**src/rtl/raptor64_pkg.sv**
```systemverilog
// Shared Raptor64 pipeline definitions: register numbering, special register
// codes and the default bubble instruction.
package raptor64_pkg;

  localparam int unsigned REG_W     = 9;
  localparam int unsigned MD_CNT_W  = 4;
  localparam int unsigned IR_W_DEF  = 42;

  typedef logic [REG_W-1:0]    reg_num_t;
  typedef logic [MD_CNT_W-1:0] md_cnt_t;

  localparam logic [4:0] ZERO_REG = 5'd0;
  localparam logic [4:0] PC_REG   = 5'd29;

  localparam logic [IR_W_DEF-1:0] NOP_IR_DEFAULT = '0;

  // Zero and PC reads never wait on a producer, whatever the upper bits hold.
  function automatic logic is_exempt(input reg_num_t src, input logic use_src);
    return !use_src || (src[4:0] == ZERO_REG) || (src[4:0] == PC_REG);
  endfunction

endpackage

```
**src/rtl/raptor64_src_hazard.sv**
```systemverilog
// Hazard detect for one decode source operand against in-flight loads and
// the outstanding multiply/divide.
module raptor64_src_hazard
  import raptor64_pkg::*;
(
  input  logic [REG_W-1:0]    src,
  input  logic                use_src,
  input  logic [REG_W-1:0]    x_rt,
  input  logic                x_is_load,
  input  logic [REG_W-1:0]    m1_rt,
  input  logic                m1_is_load,
  input  logic [REG_W-1:0]    md_rt,
  input  logic                md_busy,
  input  logic [MD_CNT_W-1:0] md_cnt,
  output logic                hazard
);

  logic load_hz;
  logic md_hz;

  // Load data only becomes forwardable from M2, so X and M1 both block.
  assign load_hz = (x_is_load && (src == x_rt)) || (m1_is_load && (src == m1_rt));
  // At count 1 the MD result reaches the X bypass next cycle.
  assign md_hz   = md_busy && (src == md_rt) && (md_cnt > md_cnt_t'(1));
  assign hazard  = !is_exempt(src, use_src) && (load_hz || md_hz);

endmodule

```
**src/rtl/raptor64_operand_latch.sv**
```systemverilog
// Decode->execute operand latch: captures bypassed operands, interlocks on
// load-use and multiply/divide hazards, and inserts bubbles.
module raptor64_operand_latch
  import raptor64_pkg::*;
#(
  parameter int unsigned    IR_W   = 42,
  parameter logic [IR_W-1:0] NOP_IR = {IR_W{1'b0}},
  parameter int unsigned    MD_LAT = 8
) (
  input  logic             clk,
  input  logic             rst_n,
  input  logic             dValid,
  input  logic [IR_W-1:0]  dIR,
  input  logic [8:0]       dRa,
  input  logic [8:0]       dRb,
  input  logic [8:0]       dRc,
  input  logic             dUseA,
  input  logic             dUseB,
  input  logic             dUseC,
  input  logic             dIsMD,
  input  logic [63:0]      nxt_a,
  input  logic [63:0]      nxt_b,
  input  logic [63:0]      nxt_c,
  input  logic [8:0]       xRt,
  input  logic [8:0]       m1Rt,
  input  logic             xIsLoad,
  input  logic             m1IsLoad,
  input  logic             xStall,
  output logic             advanceR,
  output logic             xValid,
  output logic [IR_W-1:0]  xIR,
  output logic [63:0]      xA,
  output logic [63:0]      xB,
  output logic [63:0]      xC,
  output logic             mdBusy,
  output logic [8:0]       mdRt
);

  localparam md_cnt_t MD_LAT_CNT = md_cnt_t'(MD_LAT);

  md_cnt_t mdCnt;
  logic    hz_a, hz_b, hz_c;
  logic    struct_hz;
  logic    hz;
  logic    md_issue;

  raptor64_src_hazard u_hz_a (
    .src(dRa), .use_src(dUseA), .x_rt(xRt), .x_is_load(xIsLoad),
    .m1_rt(m1Rt), .m1_is_load(m1IsLoad), .md_rt(mdRt), .md_busy(mdBusy),
    .md_cnt(mdCnt), .hazard(hz_a)
  );

  raptor64_src_hazard u_hz_b (
    .src(dRb), .use_src(dUseB), .x_rt(xRt), .x_is_load(xIsLoad),
    .m1_rt(m1Rt), .m1_is_load(m1IsLoad), .md_rt(mdRt), .md_busy(mdBusy),
    .md_cnt(mdCnt), .hazard(hz_b)
  );

  raptor64_src_hazard u_hz_c (
    .src(dRc), .use_src(dUseC), .x_rt(xRt), .x_is_load(xIsLoad),
    .m1_rt(m1Rt), .m1_is_load(m1IsLoad), .md_rt(mdRt), .md_busy(mdBusy),
    .md_cnt(mdCnt), .hazard(hz_c)
  );

  // A second MD may only issue once the first is on its final cycle.
  assign struct_hz = dIsMD && mdBusy && (mdCnt != md_cnt_t'(1));
  assign hz        = dValid && (hz_a || hz_b || hz_c || struct_hz);
  assign advanceR  = !xStall && !hz;
  assign md_issue  = advanceR && dValid && dIsMD;
  assign mdBusy    = (mdCnt != '0);

  always_ff @(posedge clk or negedge rst_n) begin
    if (!rst_n) begin
      xValid <= 1'b0;
      xIR    <= NOP_IR;
      xA     <= '0;
      xB     <= '0;
      xC     <= '0;
    end else if (!xStall) begin
      if (hz) begin
        xValid <= 1'b0;
        xIR    <= NOP_IR;
        xA     <= '0;
        xB     <= '0;
        xC     <= '0;
      end else begin
        xValid <= dValid;
        xIR    <= dIR;
        xA     <= nxt_a;
        xB     <= nxt_b;
        xC     <= nxt_c;
      end
    end
  end

  // The MD counter runs on regardless of execute stalls.
  always_ff @(posedge clk or negedge rst_n) begin
    if (!rst_n) begin
      mdCnt <= '0;
      mdRt  <= '0;
    end else if (md_issue) begin
      mdCnt <= MD_LAT_CNT;
      mdRt  <= dRc;
    end else if (mdCnt != '0) begin
      mdCnt <= mdCnt - md_cnt_t'(1);
    end
  end

endmodule

```
**config.mk**
```make
export PLATFORM = sky130hd
export DESIGN_NAME = raptor64_operand_latch
export DESIGN_NICKNAME = d
export VERILOG_FILES = /design/src/rtl/raptor64_pkg.sv /design/src/rtl/raptor64_src_hazard.sv /design/src/rtl/raptor64_operand_latch.sv
export SDC_FILE = /design/constraint.sdc
export NUM_CORES = 1
export LEC_CHECK = 0
export ABC_AREA = 1
export CAP_MARGIN = 20
export CORE_AREA = 2 2 210 212
export CTS_BUF_LIST = sky130_fd_sc_hd__clkbuf_16
export DETAILED_ROUTE_END_ITERATION = 12
export DIE_AREA = 0 0 212 214
export HOLD_SLACK_MARGIN = 0.03
export PLACE_DENSITY = 0.65
export SYNTH_ARGS = -nofsm -noshare
export SYNTH_HDL_FRONTEND = slang
export SYNTH_SLANG_ARGS = --single-unit
```
**constraint.sdc**
```tcl
create_clock -name clk -period 3.65 [get_ports clk]
set_clock_uncertainty 0.1 [all_clocks]
set_input_delay 0.73 -clock clk [delete_from_list [all_inputs] [get_ports clk]]
set_output_delay 0.73 -clock clk [all_outputs]
set_load 0.02 [all_outputs]
```
-- Word-level counts from Yosys, hierarchy flattened
Cells that the tools add are included.
- register bits: 248
- output and inout port bits: 246
- word-level logic and storage cells: 78
- add/subtract/negate cells: 1
- $lt $le $gt $ge: 1
- equality and inequality tests: 13
- mux-type cells: 7
- reductions and logical operators: 49
- operators with widths (kind ; number):
    64-bit two-way mux ; 3
    9-bit equality test ; 9
    42-bit two-way mux ; 1
    1-bit logical AND ; 21
    5-bit equality test, second input constant ; 3
    5-bit zero test ; 3
    1-bit logical OR ; 15
    1-bit zero test ; 8
    4-bit two-way mux ; 2
    4-bit by 1-bit > comparator with 1-bit output, second input constant ; 1
    4-bit by 1-bit inequality test with 1-bit output, second input constant ; 1
    4-bit nonzero test ; 1
    4-bit by 1-bit subtractor with 4-bit output, second input constant ; 1
    2-bit nonzero test ; 1
    1-bit two-way mux ; 1

-- Longest topological paths before layout
Gate-level depths: netlist (run 1).
- depth after elaboration: 14
- mapped depth: 17
- gate-level depth less buffers: 14

-- Modules after synthesis
From an unflattened synthesis (run 1), not the netlist that was laid out.
- cells, all modules: 1485
- area total of the unflattened synthesis: 11618.6 µm²
- by module, submodules not included (module ; times used ; cells an instance ; area an instance (µm²) ; sequential area each (µm²)):
    raptor64_operand_latch ; 1 ; 1098 ; 9974.6 ; 6206.0
    raptor64_src_hazard ; 3 ; 129 ; 548.0 ; 0.0

-- Worst setup path before layout (run 1)
Ideal clock, no wire load.
- path type: input to output
- from: in dRc[1]
- to: out advanceR
- arrival time: 2128 ps
- setup slack: 692 ps
- stages: 16
- path buffers: 3
- cells stage by stage: clkbuf_2 > inv_2 > nand2_1 > nand2_1 > inv_1 > nand2_1 > nor2_1 > nand3_1 > nand3_1 > nand2_1 > nand2_1 > o21ai_1 > buf_4 > buf_2 > inv_1 > nor2_1
- word-level cells in the longest chain between the ends: 10
- elaborated cells between the ends (all ways): 20
- those cells by class: eq/ne (4); reduce/logical (16)
- RTL lines (element ; line ; text):
    from (decl) ; raptor64_operand_latch.sv:16 ; input logic [8:0] dRc,
    9-bit equality test, or another cell as far along ; raptor64_src_hazard.sv:22 ; assign load_hz = (x_is_load && (src == x_rt)) || (m1_is_load && (src == m1_rt));
    1-bit logical AND, or another cell as far along ; raptor64_src_hazard.sv:22 ;
    1-bit logical OR, or another cell as far along ; raptor64_src_hazard.sv:22 ;
    1-bit logical OR / 1-bit zero test (equally long branches) ; raptor64_src_hazard.sv:25 ; assign hazard = !is_exempt(src, use_src) && (load_hz || md_hz);
    1-bit logical AND (*) ; raptor64_src_hazard.sv:25 ;
    1-bit logical OR (*) (2 in series) ; raptor64_operand_latch.sv:67 ; assign hz = dValid && (hz_a || hz_b || hz_c || struct_hz);
    1-bit logical AND (*) ; raptor64_operand_latch.sv:67 ;
    1-bit zero test (*) ; raptor64_operand_latch.sv:68 ; assign advanceR = !xStall && !hz;
    1-bit logical AND (*) ; raptor64_operand_latch.sv:68 ;
    to (decl) ; raptor64_operand_latch.sv:29 ; output logic advanceR,
Mark *: on every way between the ends. The rest lies on a longest branch, timed or not.

-- Worst setup path in the final report (run 1)
- from: in dRc[2]
- to: out advanceR
Same word-level chain as after synthesis.

==> summary.txt, run 1 <==
Status
  • Outcome: complete, no violations

Floorplanning
  • Top-level I/O count: 535
  • Full die area: 45400 um^2
  • Die height: 214 um
  • Die boundary width: 212 um
  • Floorplan row count: 76
  • Area of the core: 42900 um^2
  • Starting density of the core: 26.3%

Hold path
  • Hold Crit Class: input port to asynchronous set/reset pin

CTS
  • Clock tree root buffer cell: sky130_fd_sc_hd__clkbuf_16
  • H-tree depth: 1
  • Maximum buffer depth of the clock tree: 3
  • Total clock buffers created by CTS: 30
  • TritonCTS clock tree: built
  • Clock insertion delay at the later pin of the skew report: 0.57 ns
  • Clock-pin slew reported for the worst setup and hold paths after clock tree synthesis: 0.06 ns
  • Hold buffer count at CTS: 0
  • Clock Sinks: 248

Routing
  • Initial drt markers: 624
  • Length of the first detailed-routing pass in iterations: 6
  • Wire length per cell: 17.7 um
  • Wirelength, routed: 44900 um
  • Remaining antenna violation count after routing: 0
  • Avg Vias per Cell: 4.50
  • Vias: 11400
  • Number of DRC violations after detailed routing: 0

Setup path
  • Kind of capture point of the worst setup path: output pin
  • CP Data Arrival Time: 2.64 ns
  • Worst Reg2Reg Path Length in Cells: 15
  • Type of the setup path with the least slack: input port to output pin
  • Critical path peak fanout: 5
  • Required time reported for the critical path endpoint: 2.82 ns
  • Startpoint Class: input port
  • Worst-case register-to-register setup slack: 0.98 ns
  • Reg-to-Reg End: xA[4]$_DFFE_PN0N_
  • Source of the worst register-to-register timing path: mdCnt[0]$_DFFE_PN0P_

Placement
  • RePlAce Congestion: 1.02
  • Number of buffer cells added on primary ports: 534
  • Area post-placement: 17200 um^2
  • Post-Place Cells: 2475
  • Detail Placement HPWL: 33000 um

Finish
  • Final Non-Filler Cells: 2533
  • Commonest non-fill, non-tap cells in the layout: sky130_fd_sc_hd__nand2_1, sky130_fd_sc_hd__clkdlybuf4s50_1, sky130_fd_sc_hd__nand3_1
  • Number of fillers in the final layout: 4218
  • Share of cells above drive strength 1: 4.31%
  • Post-synthesis to final-layout area growth: 61.9%
  • Finished Cell Area: 18200 um^2
  • Combined flip-flop and latch cell area: 6210 um^2
  • Count of nets after finishing: 2214
  • Multi-input logic area: 4390 um^2
  • Most frequent standard cell in the layout excluding fill and tap cells: sky130_fd_sc_hd__nand2_1

Job
  • Number of max-cap violations: 0

STA
  • RSZ-0062 raised after global routing: false
  • Summed negative setup slack over all endpoints: 0 ns
  • Max Clk Rate: 288 MHz
  • Portion of the clock cycle consumed by the worst path in the final layout: 95.1%
  • Slew at the pin with the worst max-slew slack: 0.869 ns
  • Tightest slew margin relative to the limit: 42.1%
  • Worst hold margin: 0.0298 ns
  • Count of endpoints failing hold in the final timing report: 0
  • Final setup violation count: 0
  • Count of pins over their slew limit: 0
  • Post-layout minimum cycle time: 3.47 ns

Pwr
  • Peak supply drop: 0.407 mV
  • Ratio of total power to cell area: 535 nW/um^2
  • Overall Power: 9.76 mW
  • Leak: 8.87 nW

Global route
  • Initial antenna violation count: 3
  • Vias in the first global route: 11700
  • First-pass GRT wire length: 68500 um
  • Pin count of the biggest net entering global routing: 148
  • Gr ovfl total: 0
  • All-layer global routing usage: 19.3%

Logic synthesis
  • Synth Register Bits: 248
  • Mean post-synth cell area: 7.95 um^2
  • Syn Std Cell Area: 11300 um^2
  • Post-synth net total: 1709
  • Synth cell types: 26
  • Number of cells produced by synthesis: 1418
  • Sequential share of the synthesized area: 55.0%
  • Yosys warns: 0
[sequential cells by signal, indices dropped and copies added (netlist names)]
register / flops
mdRt: 9
xC: 64
mdCnt: 4
xB: 64
xValid: 1
xA: 64
xIR: 42
[per-layer routing]
metal	part of all wire, %	track usage [%]
met1	39	22.7
met2	49	33.4
met3	8.7	6.29
met4	3.1	5.63
met5	0.069	0
[synthesized netlist by cell type]
library cell | instances | area (um^2)
sky130_fd_sc_hd__nand2_1 | 670 | 2510
sky130_fd_sc_hd__nand3_1 | 250 | 1250
sky130_fd_sc_hd__dfrtp_1 | 248 | 6210
sky130_fd_sc_hd__inv_1 | 58 | 218
sky130_fd_sc_hd__clkbuf_1 | 44 | 165
sky130_fd_sc_hd__nor2_1 | 36 | 135
sky130_fd_sc_hd__nand4_1 | 18 | 113
sky130_fd_sc_hd__buf_6 | 16 | 180
sky130_fd_sc_hd__xnor2_1 | 13 | 114
sky130_fd_sc_hd__buf_2 | 10 | 50.1
sky130_fd_sc_hd__o21ai_0 | 10 | 50.1
sky130_fd_sc_hd__buf_1 | 9 | 33.8
sky130_fd_sc_hd__xor2_1 | 6 | 52.6
sky130_fd_sc_hd__a21oi_1 | 5 | 25.0
sky130_fd_sc_hd__inv_2 | 5 | 18.8
sky130_fd_sc_hd__o211ai_1 | 4 | 30.0
sky130_fd_sc_hd__clkbuf_2 | 3 | 15.0
sky130_fd_sc_hd__nor4_1 | 3 | 18.8
sky130_fd_sc_hd__ha_1 | 2 | 25.0
sky130_fd_sc_hd__o21ai_1 | 2 | 10.0
sky130_fd_sc_hd__a21boi_0 | 1 | 7.51
sky130_fd_sc_hd__buf_4 | 1 | 7.51
sky130_fd_sc_hd__buf_8 | 1 | 15.0
sky130_fd_sc_hd__nor3_1 | 1 | 5.00
sky130_fd_sc_hd__o22ai_1 | 1 | 6.26
sky130_fd_sc_hd__or2_0 | 1 | 6.26
[worst max-delay path by stage]
| stage | from | endpoint | slack (ns) | depth (start not counted) |
|---|---|---|---|---|
| 6_report | dRc[2] | advanceR | 0.18 | 10 |
| 5_1_grt | dRc[2] | advanceR | 0.01 | 10 |
| 4_1_cts | mdCnt[0]$_DFFE_PN0P_ | advanceR | 0.01 | 13 |
| 3_5_place_dp | dRc[4] | advanceR | 0.10 | 14 |
| 3_3_place_gp | dRc[4] | advanceR | 0.09 | 14 |
| 2_1_floorplan | dRc[1] | advanceR | 0.69 | 16 |
[logic make-up after synthesis]
family,Yosys count,synth area share [%]
compound gates,23,1.14
xor+xnor,19,1.48
fa+ha+maj,2,0.222
buf+inv,147,6.24
flops,248,55.0
simple gates,979,35.9
[cell type report]
| type | instances | area share, % |
|---|---|---|
| flip-flops and latches | 248 | 34.0 |
| repair buffers | 557 | 30.8 |
| multi-input cells | 1023 | 24.1 |
| clock buffers | 30 | 4.11 |
| well taps | 585 | 4.01 |
| clock inverters | 26 | 1.63 |
| inverters | 63 | 1.32 |
| diodes | 1 | 0.0137 |
[worst max-delay path, stage by stage]
cell and delay (ns):
sky130_fd_sc_hd__clkdlybuf4s50_1 0.61, sky130_fd_sc_hd__inv_1 0.14, sky130_fd_sc_hd__nor4_1 0.32, sky130_fd_sc_hd__a21oi_1 0.11, sky130_fd_sc_hd__nand2_1 0.08, sky130_fd_sc_hd__nand2_1 0.10
sky130_fd_sc_hd__o21ai_4 0.21, sky130_fd_sc_hd__inv_1 0.07, sky130_fd_sc_hd__nor2_2 0.13, sky130_fd_sc_hd__buf_12 0.14
[report_power, final]
| group | switching (mW) | internal, mW |
|---|---|---|
| Sequential | 0.332 | 3.19 |
| Combinational | 1.70 | 1.40 |
| Clock | 1.26 | 1.87 |
[timing repair]
item / CTS / global route
pin swaps: 0 / 1
endpoints found under the setup margin: 1 / 1
gates resized for setup: 1 / 6
setup buffers: 0 / 1
cloned: 0 / 0
[metrics by stage]
step | util, % | setup WS (ns)
floorplan | - | 0.692
finish | 42.5 | 0.180
detailed placement | 40.0 | 0.101
CTS | 42.5 | 0.0115
global route | 42.5 | 0.0121
global placement | 40.0 | 0.0910
(Power assumes the default switching activity.)
==> run 2: changes to the inputs <==
--- a/config.mk
+++ b/config.mk
@@ -13,6 +13,7 @@
 export DIE_AREA = 0 0 212 214
 export HOLD_SLACK_MARGIN = 0.03
 export PLACE_DENSITY = 0.65
+export RECOVER_POWER = 25
 export SYNTH_ARGS = -nofsm -noshare
 export SYNTH_HDL_FRONTEND = slang
 export SYNTH_SLANG_ARGS = --single-unit
==> summary.txt, run 2 (synthesized netlist as in run 1, its figures left out) <==
Hold path
  • Min-Delay Path Depth: 2
  • Endpoint of the worst hold-timing path: xIR[25]$_DFFE_PN0N_
  • Min-delay src: xIR[25]$_DFFE_PN0N_
  • Hold Crit Class: register to register

STA
  • Max Clk Rate: 290 MHz (+0.47%)
  • Count of pins over their slew limit: 86 (+86)
  • Worst setup margin: 0.196 ns (+0.0162 ns)
  • RSZ-0062 raised after global routing: false
  • Summed negative setup slack over all endpoints: 0 ns (unchanged)
  • Slew at the pin with the worst max-slew slack: 2.23 ns (+1.36 ns)
  • Worst hold margin: 0.377 ns (+0.347 ns)
  • Count of endpoints failing hold in the final timing report: 0 (unchanged)
  • Post-layout minimum cycle time: 3.45 ns (-0.0162 ns)
  • Tightest slew margin relative to the limit: -48.8% (-91 points)
  • Portion of the clock cycle consumed by the worst path in the final layout: 94.6% (-0.44 points)
  • Final setup violation count: 0 (unchanged)

Pwr
  • Peak supply drop: 0.405 mV (-0.45%)
  • Leak: 8.85 nW (-0.19%)
  • Ratio of total power to cell area: 536 nW/um^2 (+0.17%)
  • Overall Power: 9.75 mW (about the same)

Global route
  • Pin count of the biggest net entering global routing: 148 (unchanged)
  • Vias in the first global route: 11700 (unchanged)
  • All-layer global routing usage: 19.3% (unchanged)
  • Gr ovfl total: 0 (unchanged)
  • Initial antenna violation count: 3 (unchanged)
  • First-pass GRT wire length: 68500 um (unchanged)

Finish
  • Combined flip-flop and latch cell area: 6210 um^2 (unchanged)
  • Commonest non-fill, non-tap cells in the layout: sky130_fd_sc_hd__nand2_1, sky130_fd_sc_hd__clkdlybuf4s50_1, sky130_fd_sc_hd__nand3_1
  • Finished Cell Area: 18200 um^2 (-0.21%)
  • Fraction of the core area covered by cells at the end of the flow: 42.5% (-0.090 points)
  • Biggest registers after layout: xA x64, xB x64, xC x64
  • Share of cells above drive strength 1: 4.26% (-0.051 points)
  • Most frequent standard cell in the layout excluding fill and tap cells: sky130_fd_sc_hd__nand2_1
  • Post-synthesis to final-layout area growth: 61.5%
  • Count of nets after finishing: 2214 (unchanged)
  • Final Non-Filler Cells: 2533 (unchanged)
  • Multi-input logic area: 4390 um^2 (unchanged)
  • Number of fillers in the final layout: 4223 (+0.12%)

Placement
  • Worst slack at placement: 0.101 ns (unchanged)
  • Number of buffer cells added on primary ports: 534 (unchanged)
  • Detail Placement HPWL: 33000 um (unchanged)
  • Post-Place Cells: 2475 (unchanged)
  • Area post-placement: 17200 um^2 (unchanged)
  • RePlAce Congestion: 1.02 (unchanged)

CTS
  • Total clock buffers created by CTS: 30 (unchanged)
  • Clock-pin slew reported for the worst setup and hold paths after clock tree synthesis: 0.05 ns (about the same)
  • Maximum buffer depth of the clock tree: 3 (unchanged)
  • Clock tree root buffer cell: sky130_fd_sc_hd__clkbuf_16
  • TritonCTS clock tree: built
  • H-tree depth: 1 (unchanged)
  • Clock Sinks: 248 (unchanged)
  • Clock insertion delay at the later pin of the skew report: 0.57 ns (about the same)
  • Hold buffer count at CTS: 0 (unchanged)

Setup path
  • Required time reported for the critical path endpoint: 2.82 ns (about the same)
  • Worst path bufs/invs: 4 (unchanged)
  • Family with the most delay on the worst path: buffers and inverters
  • Standard cell with the maximum stage delay on the critical path: sky130_fd_sc_hd__clkdlybuf4s50_1
  • CP Cell Sequence: clkdlybuf4s50_1 -> inv_1 -> nor4_1 -> a21oi_1 -> nand2_1 -> nand2_1 -> o21ai_4 -> inv_1 -> nor2_2 -> buf_12
  • Worst stage delay on the critical path: 0.61 ns (about the same)
  • Reg-to-Reg End: xA[4]$_DFFE_PN0N_
  • Kind of capture point of the worst setup path: output pin
  • Startpoint Class: input port
  • Worst-case register-to-register setup slack: 0.95 ns (-0.03 ns)
  • Type of the setup path with the least slack: input port to output pin
  • Critical path peak fanout: 5 (unchanged)
  • Worst Reg2Reg Path Length in Cells: 15 (unchanged)
  • Logic depth of the worst setup path including buffers: 10 (unchanged)
  • CP Data Arrival Time: 2.62 ns (-0.02 ns)
  • Source of the worst register-to-register timing path: mdCnt[0]$_DFFE_PN0P_

Floorplanning
  • Die height: 214 um (unchanged)
  • Top-level I/O count: 535 (unchanged)
  • Floorplan row count: 76 (unchanged)
  • Full die area: 45400 um^2 (unchanged)
  • Starting density of the core: 26.3% (unchanged)
  • Area of the core: 42900 um^2 (unchanged)
  • Die boundary width: 212 um (unchanged)

Routing
  • Length of the first detailed-routing pass in iterations: 6 (unchanged)
  • Remaining antenna violation count after routing: 0 (unchanged)
  • Amount of wire on met2 after detailed routing: 22000 um (+0.45%)
  • Uppermost signal routing layer after detailed routing: met5
  • Initial drt markers: 625 (+0.16%)
  • Routed length on met1: 17700 um (+0.63%)
  • Wirelength, routed: 45000 um (+0.27%)
  • WL met3: 3850 um (-1.7%)
  • Wire length per cell: 17.8 um (+0.27%)
  • Number of DRC violations after detailed routing: 0 (unchanged)
  • Avg Vias per Cell: 4.49 (-0.31%)
  • Vias: 11400 (-0.31%)

Status
  • Failing checks: max-capacitance violations, max-slew violations
  • Outcome: complete, but fails checks

Job
  • Number of max-cap violations: 1 (+1)
-- run 2: cell count changes in the layout (fill, tap and decap cells not counted) --
cell	before	now
sky130_fd_sc_hd__buf_8	1	0
sky130_fd_sc_hd__clkbuf_4	0	2
sky130_fd_sc_hd__buf_12	8	6
sky130_fd_sc_hd__buf_4	16	15
sky130_fd_sc_hd__clkbuf_1	0	1
sky130_fd_sc_hd__clkbuf_2	0	1
-- run 2: how the worst max path moves through the flow --
| stage | end | from | slack [ns] |
|---|---|---|---|
| floorplan | advanceR | dRc[1] | 0.69 |
| global placement | advanceR | dRc[4] | 0.09 |
| detailed placement | advanceR | dRc[4] | 0.10 |
| CTS | advanceR | mdCnt[0]$_DFFE_PN0P_ | 0.01 |
| global route | advanceR | dRc[2] | 0.01 |
| finish | advanceR | dRc[2] | 0.20 |
-- run 2: final cells by class --
| cell class | count | area share [%] |
|---|---|---|
| diodes | 1 | 0.0137 |
| multi-input cells | 1023 | 24.1 |
| inverters | 63 | 1.33 |
| clock inverters | 26 | 1.63 |
| flip-flops and latches | 248 | 34.1 |
| well taps | 585 | 4.02 |
| clock buffers | 30 | 4.12 |
| repair buffers | 557 | 30.7 |
-- run 2: timing repair --
action,CTS,global route
resized for setup,1,6
setup buffers,0,1
setup endpoints to repair,1,1
pin swaps,0,1
-- run 2: power breakdown --
part | switching [mW] | internal [mW]
registers | 0.331 | 3.19
logic | 1.70 | 1.40
clock network | 1.26 | 1.87
total | 3.29 | 6.46
-- run 2: routing by layer --
layer  up-vias  global-route usage [%]
met5         -                       0
met4         4                    5.63
met3        88                    6.29
met2       430                    33.4
met1      5355                    22.7
li1       5494                       -
-- run 2: worst min-delay path: stages, from the launching register on --
cell,delay (ns)
sky130_fd_sc_hd__dfrtp_1,0.33
sky130_fd_sc_hd__nand2_1,0.05
sky130_fd_sc_hd__nand2_1,0.06
